## src/rtl/otter_cu_fsm.sv

```systemverilog
// OTTER multicycle control-unit sequencer: INIT/FETCH/EXEC/WB(/INTR) with memory stall handling.
// Optional interrupt entry is compiled in when OTTER_CU_INTR_EN is defined.
module otter_cu_fsm #(
  parameter int unsigned INIT_CYCLES = 2,
  parameter int unsigned CNT_W       = 32
) (
  input  logic             CLK,
  input  logic             RST,
  input  logic [6:0]       IR_OPCODE,
  input  logic [2:0]       IR_FUNCT,
  input  logic             MEM_RDY,
  input  logic             INTR,
  output logic             PC_WRITE,
  output logic             RF_WR_EN,
  output logic             MEM_RDEN1,
  output logic             MEM_RDEN2,
  output logic             MEM_WE2,
  output logic             RST_OUT,
  output logic             INT_TAKEN,
  output logic             ILLEGAL,
  output logic [CNT_W-1:0] INSTRET
);

  localparam logic [2:0] StInit  = 3'd0;
  localparam logic [2:0] StFetch = 3'd1;
  localparam logic [2:0] StExec  = 3'd2;
  localparam logic [2:0] StWb    = 3'd3;
`ifdef OTTER_CU_INTR_EN
  localparam logic [2:0] StIntr  = 3'd4;
`endif

  localparam logic [6:0] OpLoad   = 7'b0000011;
  localparam logic [6:0] OpStore  = 7'b0100011;
  localparam logic [6:0] OpBranch = 7'b1100011;
  localparam logic [6:0] OpOp     = 7'b0110011;
  localparam logic [6:0] OpImm    = 7'b0010011;
  localparam logic [6:0] OpLui    = 7'b0110111;
  localparam logic [6:0] OpAuipc  = 7'b0010111;
  localparam logic [6:0] OpJal    = 7'b1101111;
  localparam logic [6:0] OpJalr   = 7'b1100111;
  localparam logic [6:0] OpSystem = 7'b1110011;

  localparam int unsigned InitW = (INIT_CYCLES > 2) ? $clog2(INIT_CYCLES) : 1;
  localparam logic [InitW-1:0] InitLast = InitW'(INIT_CYCLES - 1);

  logic [2:0]       state_q, state_d;
  logic [InitW-1:0] init_cnt_q, init_cnt_d;
  logic [CNT_W-1:0] instret_q, instret_d;
  logic             retire;
  logic [2:0]       done_state;

  // Interrupts are only sampled when an instruction completes.
`ifdef OTTER_CU_INTR_EN
  assign done_state = INTR ? StIntr : StFetch;
`else
  logic unused_intr;
  assign unused_intr = INTR;
  assign done_state  = StFetch;
`endif

  always_comb begin
    state_d    = state_q;
    init_cnt_d = init_cnt_q;
    retire     = 1'b0;
    PC_WRITE   = 1'b0;
    RF_WR_EN   = 1'b0;
    MEM_RDEN1  = 1'b0;
    MEM_RDEN2  = 1'b0;
    MEM_WE2    = 1'b0;
    RST_OUT    = 1'b0;
    INT_TAKEN  = 1'b0;
    ILLEGAL    = 1'b0;
    case (state_q)
      StInit: begin
        RST_OUT    = 1'b1;
        init_cnt_d = init_cnt_q + InitW'(1);
        if (init_cnt_q == InitLast) state_d = StFetch;
      end
      StFetch: begin
        MEM_RDEN1 = 1'b1;
        if (MEM_RDY) state_d = StExec;
      end
      StExec: begin
        PC_WRITE = 1'b1;
        case (IR_OPCODE)
          OpLoad:   MEM_RDEN2 = 1'b1;
          OpStore:  MEM_WE2   = 1'b1;
          OpBranch: ;
          OpOp, OpImm, OpLui, OpAuipc, OpJal, OpJalr: RF_WR_EN = 1'b1;
          OpSystem: RF_WR_EN = (IR_FUNCT != 3'b000);
          default:  ILLEGAL  = 1'b1;
        endcase
        if (IR_OPCODE == OpLoad) begin
          state_d = StWb;
        end else begin
          retire  = 1'b1;
          state_d = done_state;
        end
      end
      StWb: begin
        if (MEM_RDY) begin
          RF_WR_EN = 1'b1;
          retire   = 1'b1;
          state_d  = done_state;
        end
      end
`ifdef OTTER_CU_INTR_EN
      StIntr: begin
        INT_TAKEN = 1'b1;
        PC_WRITE  = 1'b1;
        state_d   = StFetch;
      end
`endif
      default: state_d = StInit;
    endcase
    instret_d = retire ? instret_q + CNT_W'(1) : instret_q;
  end

  always_ff @(posedge CLK or posedge RST) begin
    if (RST) begin
      state_q    <= StInit;
      init_cnt_q <= '0;
      instret_q  <= '0;
    end else begin
      state_q    <= state_d;
      init_cnt_q <= init_cnt_d;
      instret_q  <= instret_d;
    end
  end

  assign INSTRET = instret_q;

endmodule

```

## config.mk

```make
export PLATFORM = sky130hd
export DESIGN_NAME = otter_cu_fsm
export DESIGN_NICKNAME = d
export VERILOG_FILES = /design/src/rtl/otter_cu_fsm.sv
export SDC_FILE = /design/constraint.sdc
export NUM_CORES = 1
export LEC_CHECK = 0
export ABC_AREA = 1
export CORE_MARGIN = 1.5
export CORE_UTILIZATION = 42
export CTS_CLUSTER_SIZE = 8
export DETAILED_ROUTE_END_ITERATION = 7
export PLACE_DENSITY_LB_ADDON = 0.08
export SYNTH_ARGS = -nofsm -noshare
export SYNTH_HDL_FRONTEND = slang
export SYNTH_SLANG_ARGS = --single-unit
```

## constraint.sdc

```tcl
create_clock -name CLK -period 2 [get_ports CLK]
set_clock_uncertainty 0.05 [all_clocks]
set_input_delay 0.2 -clock CLK [delete_from_list [all_inputs] [get_ports CLK]]
set_output_delay 0.2 -clock CLK [all_outputs]
set_load 0.01 [all_outputs]
```

==> summary.txt, run 1 <==
Outcome
  – Run status: complete, no violations

STA
  – Min Tclk post-route: between 1500 and 2000 ps
  – Hold WS: 262 ps
  – Max-slew violation count: 0
  – Final Cycle Share: between 90% and 100%
  – Final Setup Violations: 0
  – Setup TNS: 0 ps
  – Hold Vio Cnt, Final: 0
  – Unrepaired setup endpoints after global routing: no
  – Highest clock rate: 530 MHz

Critical path
  – Kind of critical path: reg -> out
  – Crit path DAT: 1640 ps
  – Startpoint Class: register
  – Crit-path max FO: 5
  – WP data required: 1750 ps
  – FF-to-FF setup slack: 250 ps
  – Critical Path End Type: primary output

Route
  – Drt via density: 4.55
  – Total number of vias: 2009
  – Initial DRC count: 107
  – DR DRC count: 0
  – Antenna-violating nets left: 0
  – 1st-pass router iterations: 4
  – Post-Route WL: 4.79 mm
  – DR WL/cell: 10.8 µm

Synthesis
  – Count of different cell masters after synthesis: 21
  – Largest family of logic cells by synthesized area: simple AND/OR/NAND/NOR gates
  – Syn. warnings: 0
  – Top cell type's share of synthesized area: 40.3%
  – Adder-cell share of the synthesized area: 0.575%
  – Mapped Avg Cell Area: approximately 7 µm²
  – Synth Cell Area: 2170 µm²
  – Seq/Total Area, Yosys: 40.3%
  – Dominant cell type by area after synthesis: dfrtp_1
  – Compound-Gate Fraction of Synth Area: between 1 and 1.5%
  – Mux contribution to synthesized area: 0%
  – Synth area leaders: dfrtp_1 (40%), nand2_1 (16%), inv_1 (9.8%)
  – Synth Area in XOR/XNOR: under 10%
  – Yosys reg bits: 35
  – Synth Area in Simple Gates: 37.5%
  – Syn Inst Count: 312
  – Syn Nets: 327

Clocking
  – Clock Sinks: 35
  – Clk slew on worst S/H paths: 70 ps
  – Clock buffer count from CTS: 5
  – Skew-Pair Late Insertion Delay: 290 ps
  – H-tree depth: 2
  – CTS tree: built
  – CTS root buffer: clkbuf_8
  – Hold_buf cts: 0
  – Clock Path Buffers: 2

Power and ir drop
  – Sw power: 0.00112 W
  – Leakage: between 1 and 1.5 nW
  – Max VDD drop: 0.553 mV
  – Seq pwr share: 36.6%
  – Sw Ratio: approximately 39%
  – Clock share of power: 17.8%
  – Pint: 0.00178 W
  – Logic pwr share: a little under half
  – PD cells: about 1000 nW/µm²

Placed design
  – Placed wire-length estimate: about 3.7 mm
  – GPL Wtd Cong: 0.883
  – IO Port Bufs: 51
  – Dpl cells: 435

Die
  – Initial Util: 43.1%
  – I/O pin count: 54
  – Chip height: 75.0 µm
  – Die Width: 75.0 µm
  – Die area: roughly 5600 µm²
  – Row count: 26
  – Core area: roughly 5000 µm²

Hold path
  – Hold Path Class: in -> async

GRT
  – First-pass GRT wire length: 8.19 mm
  – Initial antenna violation count: 0
  – Total gr overflow: 0
  – Largest net degree at the start of global routing: 36
  – GR Util All Layers: around a fifth
  – Vias in the first global route: around 1800

Layout
  – Share of layout cells above drive strength 1: 5.65%
  – Ant. Diodes: 0
  – P&R area growth vs syn: 33.3%
  – Nets: 387
  – Finished Layout Cells: 442

Job
  – Maxcap violations: 0
-- cells by family (layout without fill, tap and decap cells) --
group / count (synthesis) / count (layout)
AOI/OAI and AO/OA: 6 / 6
xor gates and xnor gates: 20 / 20
adders and majority gates: 1 / 1
buffers and inverters: 63 / 123
DFF: 35 / 35
other: 1 / 1
and+or+nand+nor: 186 / 186
-- layout by cell type (no fill, tap or decap) --
master / Yosys / layout
nand2_1: 92 / 92
inv_1: 57 / 57
clkdlybuf4s50_1: 0 / 48
nor2_1: 37 / 37
dfrtp_1: 35 / 35
nand3_1: 29 / 29
xor2_1: 19 / 19
nand4_1: 11 / 11
nor3_1: 8 / 8
clkbuf_8: 0 / 6
buf_4: 3 / 5
o21ai_0: 4 / 4
nand3b_1: 3 / 3
nor2_4: 2 / 2
nand2_2: 2 / 2
a21oi_1: 2 / 2
dlygate4sd2_1: 0 / 2
buf_12: 0 / 2
inv_2: 1 / 1
nand2_4: 1 / 1
xnor2_1: 1 / 1
nor3b_2: 0 / 1
ha_1: 1 / 1
conb_1: 1 / 1
clkinv_2: 0 / 1
dlymetal6s2s_1: 0 / 1
-- path summary, 6_finish.rpt --
check,depth (start not counted),endpoint,start
max,5,MEM_RDEN2,state_q[1]$_DFFE_PP0P_
min,3,INSTRET[30]$_DFFE_PP0P_,RST
max reg2reg,7,INSTRET[20]$_DFFE_PP0P_,INSTRET[0]$_DFFE_PP0P_
min reg2reg,2,INSTRET[31]$_DFFE_PP0P_,INSTRET[31]$_DFFE_PP0P_
max in group asynchronous,3,INSTRET[8]$_DFFE_PP0P_,RST
min in group CLK,2,INSTRET[31]$_DFFE_PP0P_,INSTRET[31]$_DFFE_PP0P_
-- what timing repair did --
item	4_1_cts	5_1_grt
setup endpoints to repair	3	1
pin swaps	1	0
buffers inserted	0	0
gates resized for setup	3	1
-- layer usage --
layer  vias up  share of wire (%)  GRT usage, %
li1       1068                  -             -
met1       900                 51          26.2
met2        35                 44          30.4
met3         6                3.4          4.02
met4         0                1.5          6.67
met5         -                  0             0
-- synthesized netlist by cell type --
master    number
nand2_1       92
inv_1         57
nor2_1        37
dfrtp_1       35
nand3_1       29
xor2_1        19
nand4_1       11
nor3_1         8
o21ai_0        4
buf_4          3
nand3b_1       3
a21oi_1        2
buf_6          2
nand2_2        2
nor2_4         2
conb_1         1
ha_1           1
inv_2          1
nand2_4        1
nor3b_1        1
xnor2_1        1
-- stage by stage --
stage / worst slack (ps) / util [%] / cell area (µm²) / total power [W]
5_1_grt: 24.8 / 57.5 / 2900 / 0.00313
3_3_place_gp: -65.5 / 55.6 / 2810 / 0.00239
6_report: 113 / 57.5 / 2900 / 0.00289
3_5_place_dp: -102 / 55.6 / 2810 / 0.00241
2_1_floorplan: 487 / - / 2170 / 0.00183
4_1_cts: 0.607 / 57.4 / 2900 / 0.00294
-- sequential cells by signal (all words and copies together), names as in the netlist --
name,cells
INSTRET,32
state_q,2
init_cnt_q,1
-- critical path, cell delays in order, from the launching register on --
cell	delay, ps
dfrtp_1	410
inv_1	110
nor2_4	130
nand3_1	90
inv_1	80
clkdlybuf4s50_1	540
-- power groups by stage --
stage	combinational, W	sequential (W)	clock, W
after global routing	0.00148	0.00108	0.000566
after CTS	0.00134	0.00106	0.000542
after detailed placement	0.00134	0.00107	0
after floorplan	0.000734	0.00110	0
after global placement	0.00132	0.00107	0
final	0.00132	0.00106	0.000515
-- area by class of cell --
| cell class | instances | area (µm²) |
|---|---|---|
| multi-input cells | 214 | 1040 |
| flip-flops and latches | 35 | 876 |
| inverters | 58 | 218 |
| well taps | 70 | 87.6 |
| repair buffers | 58 | 588 |
| clock inverters | 1 | 5.00 |
| fillers | 489 | 2140 |
| clock buffers | 6 | 82.6 |
Note: power is estimated with default switching activity, not from simulation.
==> run 2: changes to the inputs <==
- REMOVE_ABC_BUFFERS: unset -> 1
==> run 2 against run 1 <==
- flip-flop and latch count stayed put
- first-iteration DRC count is 38% higher
- largest power group unchanged
- cell count stayed put
- final area is 0.39% lower
- register-to-register slack better by 50 ps
- die area stayed put
- critical path depth is 1 lower
- wire length is 0.83% higher
- count of clock-buffer cells in the layout stayed put
- critical path type unchanged
==> summary.txt, run 2 (synthesis results as in run 1) <==
Route
  – 1st-pass router iterations: 4 (unchanged)
  – Post-Route WL: 4.83 mm (+0.83%)
  – Antenna-violating nets left: 0 (unchanged)
  – Drt via density: 4.64 (+2.1%)
  – Initial DRC count: 148 (+38%)
  – Total number of vias: 2051 (+2.1%)
  – DR WL/cell: 10.9 µm (+0.83%)
  – DR DRC count: 0 (unchanged)

Clocking
  – CTS root buffer: clkbuf_8
  – Clock Sinks: 35 (unchanged)
  – Clk slew on worst S/H paths: 70 ps (about the same)
  – Skew-Pair Late Insertion Delay: 290 ps (about the same)
  – Clock buffer count from CTS: 5 (unchanged)
  – CTS tree: built
  – Hold_buf cts: 0 (unchanged)
  – Clock Path Buffers: 2 (unchanged)
  – H-tree depth: 2 (unchanged)

Layout
  – P&R area growth vs syn: 32.7%
  – Finished Layout Cells: 442 (unchanged)
  – Nets: 386 (-0.26%)
  – Largest register FFs: 32 (unchanged)
  – Final instance area: 2890 µm² (-0.39%)
  – Commonest non-fill, non-tap cell in the layout: nand2_1
  – Ant. Diodes: 0 (unchanged)
  – Post-layout util: 57.2% (-0.22 points)
  – Most frequent cells in the layout: nand2_1 (92), inv_1 (57), clkdlybuf4s50_1 (48), nor2_1 (37), dfrtp_1 (35)
  – Share of layout cells above drive strength 1: 5.38% (-0.27 points)

STA
  – Final WS setup: 104 ps (-8.38 ps)
  – Highest clock rate: 527 MHz (-0.44%)
  – Final Setup Violations: 0 (unchanged)
  – Min Tclk post-route: 1900 ps (+8.38 ps)
  – Hold WS: 253 ps (-8.97 ps)
  – Final Cycle Share: 94.8% (+0.42 points)
  – Hold Vio Cnt, Final: 0 (unchanged)
  – Max-slew violation count: 0 (unchanged)
  – Unrepaired setup endpoints after global routing: no

Critical path
  – Crit path DAT: 1650 ps (about the same)
  – FF-to-FF setup slack: 300 ps (+50 ps)
  – Slowest CP cell: clkdlybuf4s50_1
  – Critical Path End Type: primary output
  – Cell chain of the critical path: nor2_4 > nand3_1 > inv_1 > clkdlybuf4s50_1
  – Cell count of the worst reg-to-reg path: 7 (unchanged)
  – FF-to-FF End: INSTRET[20]$_DFFE_PP0P_
  – Crit-path max FO: 6 (+1)
  – WP data required: 1750 ps (about the same)
  – CP Launch Point: state_q[0]$_DFFE_PP0P_
  – Max incr delay on CP: 540 ps (about the same)
  – Worst r2r src: INSTRET[1]$_DFFE_PP0P_
  – Kind of critical path: reg -> out
  – Startpoint Class: register

Power and ir drop
  – Leakage: 1.41 nW (-0.99%)
  – Max VDD drop: 0.505 mV (-8.6%)
  – PD cells: 1030 nW/µm² (+2.9%)

Die
  – Die area: 5620 µm² (unchanged)
  – I/O pin count: 54 (unchanged)
  – Row count: 26 (unchanged)
  – Core area: 5040 µm² (unchanged)
  – Initial Util: 43.1% (unchanged)
  – Chip height: 75.0 µm (unchanged)
  – Die Width: 75.0 µm (unchanged)

Placed design
  – Place WS: -78.9 ps (+23.4 ps)
  – Post-DP Area: 2770 µm² (-1.4%)
  – GPL Wtd Cong: 0.856 (-3.0%)
  – Placed wire-length estimate: 3.64 mm (-1.0%)
  – IO Port Bufs: 51 (unchanged)
  – Dpl cells: 433 (-0.46%)

GRT
  – Vias in the first global route: 1873 (+1.8%)
  – First-pass GRT wire length: 8.09 mm (-1.3%)
  – Initial antenna violation count: 0 (unchanged)
  – Largest net degree at the start of global routing: 45 (+25%)
  – Total gr overflow: 0 (unchanged)
  – GR Util All Layers: 18.9% (-0.32 points)

Outcome
  – Run status: complete, no violations

Job
  – Maxcap violations: 0 (unchanged)

Hold path
  – Hold Path Class: in -> async
run 2: cell types whose count changed in the layout (fill, tap and decap cells not counted):
| cell | previous run | this run |
|---|---|---|
| buf_12 | 2 | 0 |
| buf_4 | 5 | 6 |
| bufinv_16 | 0 | 1 |
| dlygate4sd2_1 | 2 | 3 |
| dlymetal6s2s_1 | 1 | 0 |
| nor3b_1 | 0 | 1 |
| nor3b_2 | 1 | 0 |
run 2: worst max-delay path, delay by kind of cell, from the launching register on:
family,cells,cell delay (ps)
and+or+nand+nor,2,270
buffers and inverters,2,620
DFF,1,460
run 2: area by class of cell:
class,count,area [µm²]
clock buffers,6,82.6
clock inverters,2,35.0
fillers,509,2160
inverters,58,218
multi-input cells,214,1040
flip-flops and latches,35,876
well taps,70,87.6
repair buffers,57,552
run 2: worst max-delay path by stage:
| stage | endpoint | slack (ps) | depth (start not counted) |
|---|---|---|---|
| global placement | RF_WR_EN | -60 | 8 |
| detailed placement | ILLEGAL | -80 | 7 |
| finish | MEM_RDEN2 | 100 | 4 |
| global route | MEM_RDEN2 | 10 | 5 |
| floorplan | INSTRET[16]$_DFFE_PP0P_ | 470 | 7 |
| CTS | MEM_RDEN2 | 70 | 5 |
run 2: report_power, final:
| part | internal (W) | switching (W) |
|---|---|---|
| clock | 0.000403 | 0.000260 |
| combinational | 0.000557 | 0.000684 |
| sequential | 0.000874 | 0.000187 |
| total | 0.00183 | 0.00113 |
run 2: layer usage:
metal | share of wire, % | track usage, %
met5 | 0 | 0
met4 | 0.58 | 6.46
met2 | 47 | 31.5
met1 | 47 | 23.7
met3 | 5.3 | 5.09
run 2: what timing repair did:
action	CTS	global route
endpoints found under the setup margin	3	1
resized for setup	3	0
buffers inserted	0	1
run 2: through the flow:
step                      setup TNS [ps]  power, W
after global placement              -105   0.00230
after detailed placement            -178   0.00232
after CTS                              0   0.00299
after floorplan                        0   0.00175
final                                  0   0.00297
after global routing                   0   0.00319
==> run 3: changes to the inputs <==
- MAX_ROUTING_LAYER: unset -> met4
- REMOVE_ABC_BUFFERS: 1 -> unset
==> results of run 3 <==
No change in the layout: final DEF, timing and power equal those of run 1.
Among the figures that moved: final weighted congestion in routability-driven placement 0.883 -> 0.897; overall routing resource usage 19.2% -> 19.8%
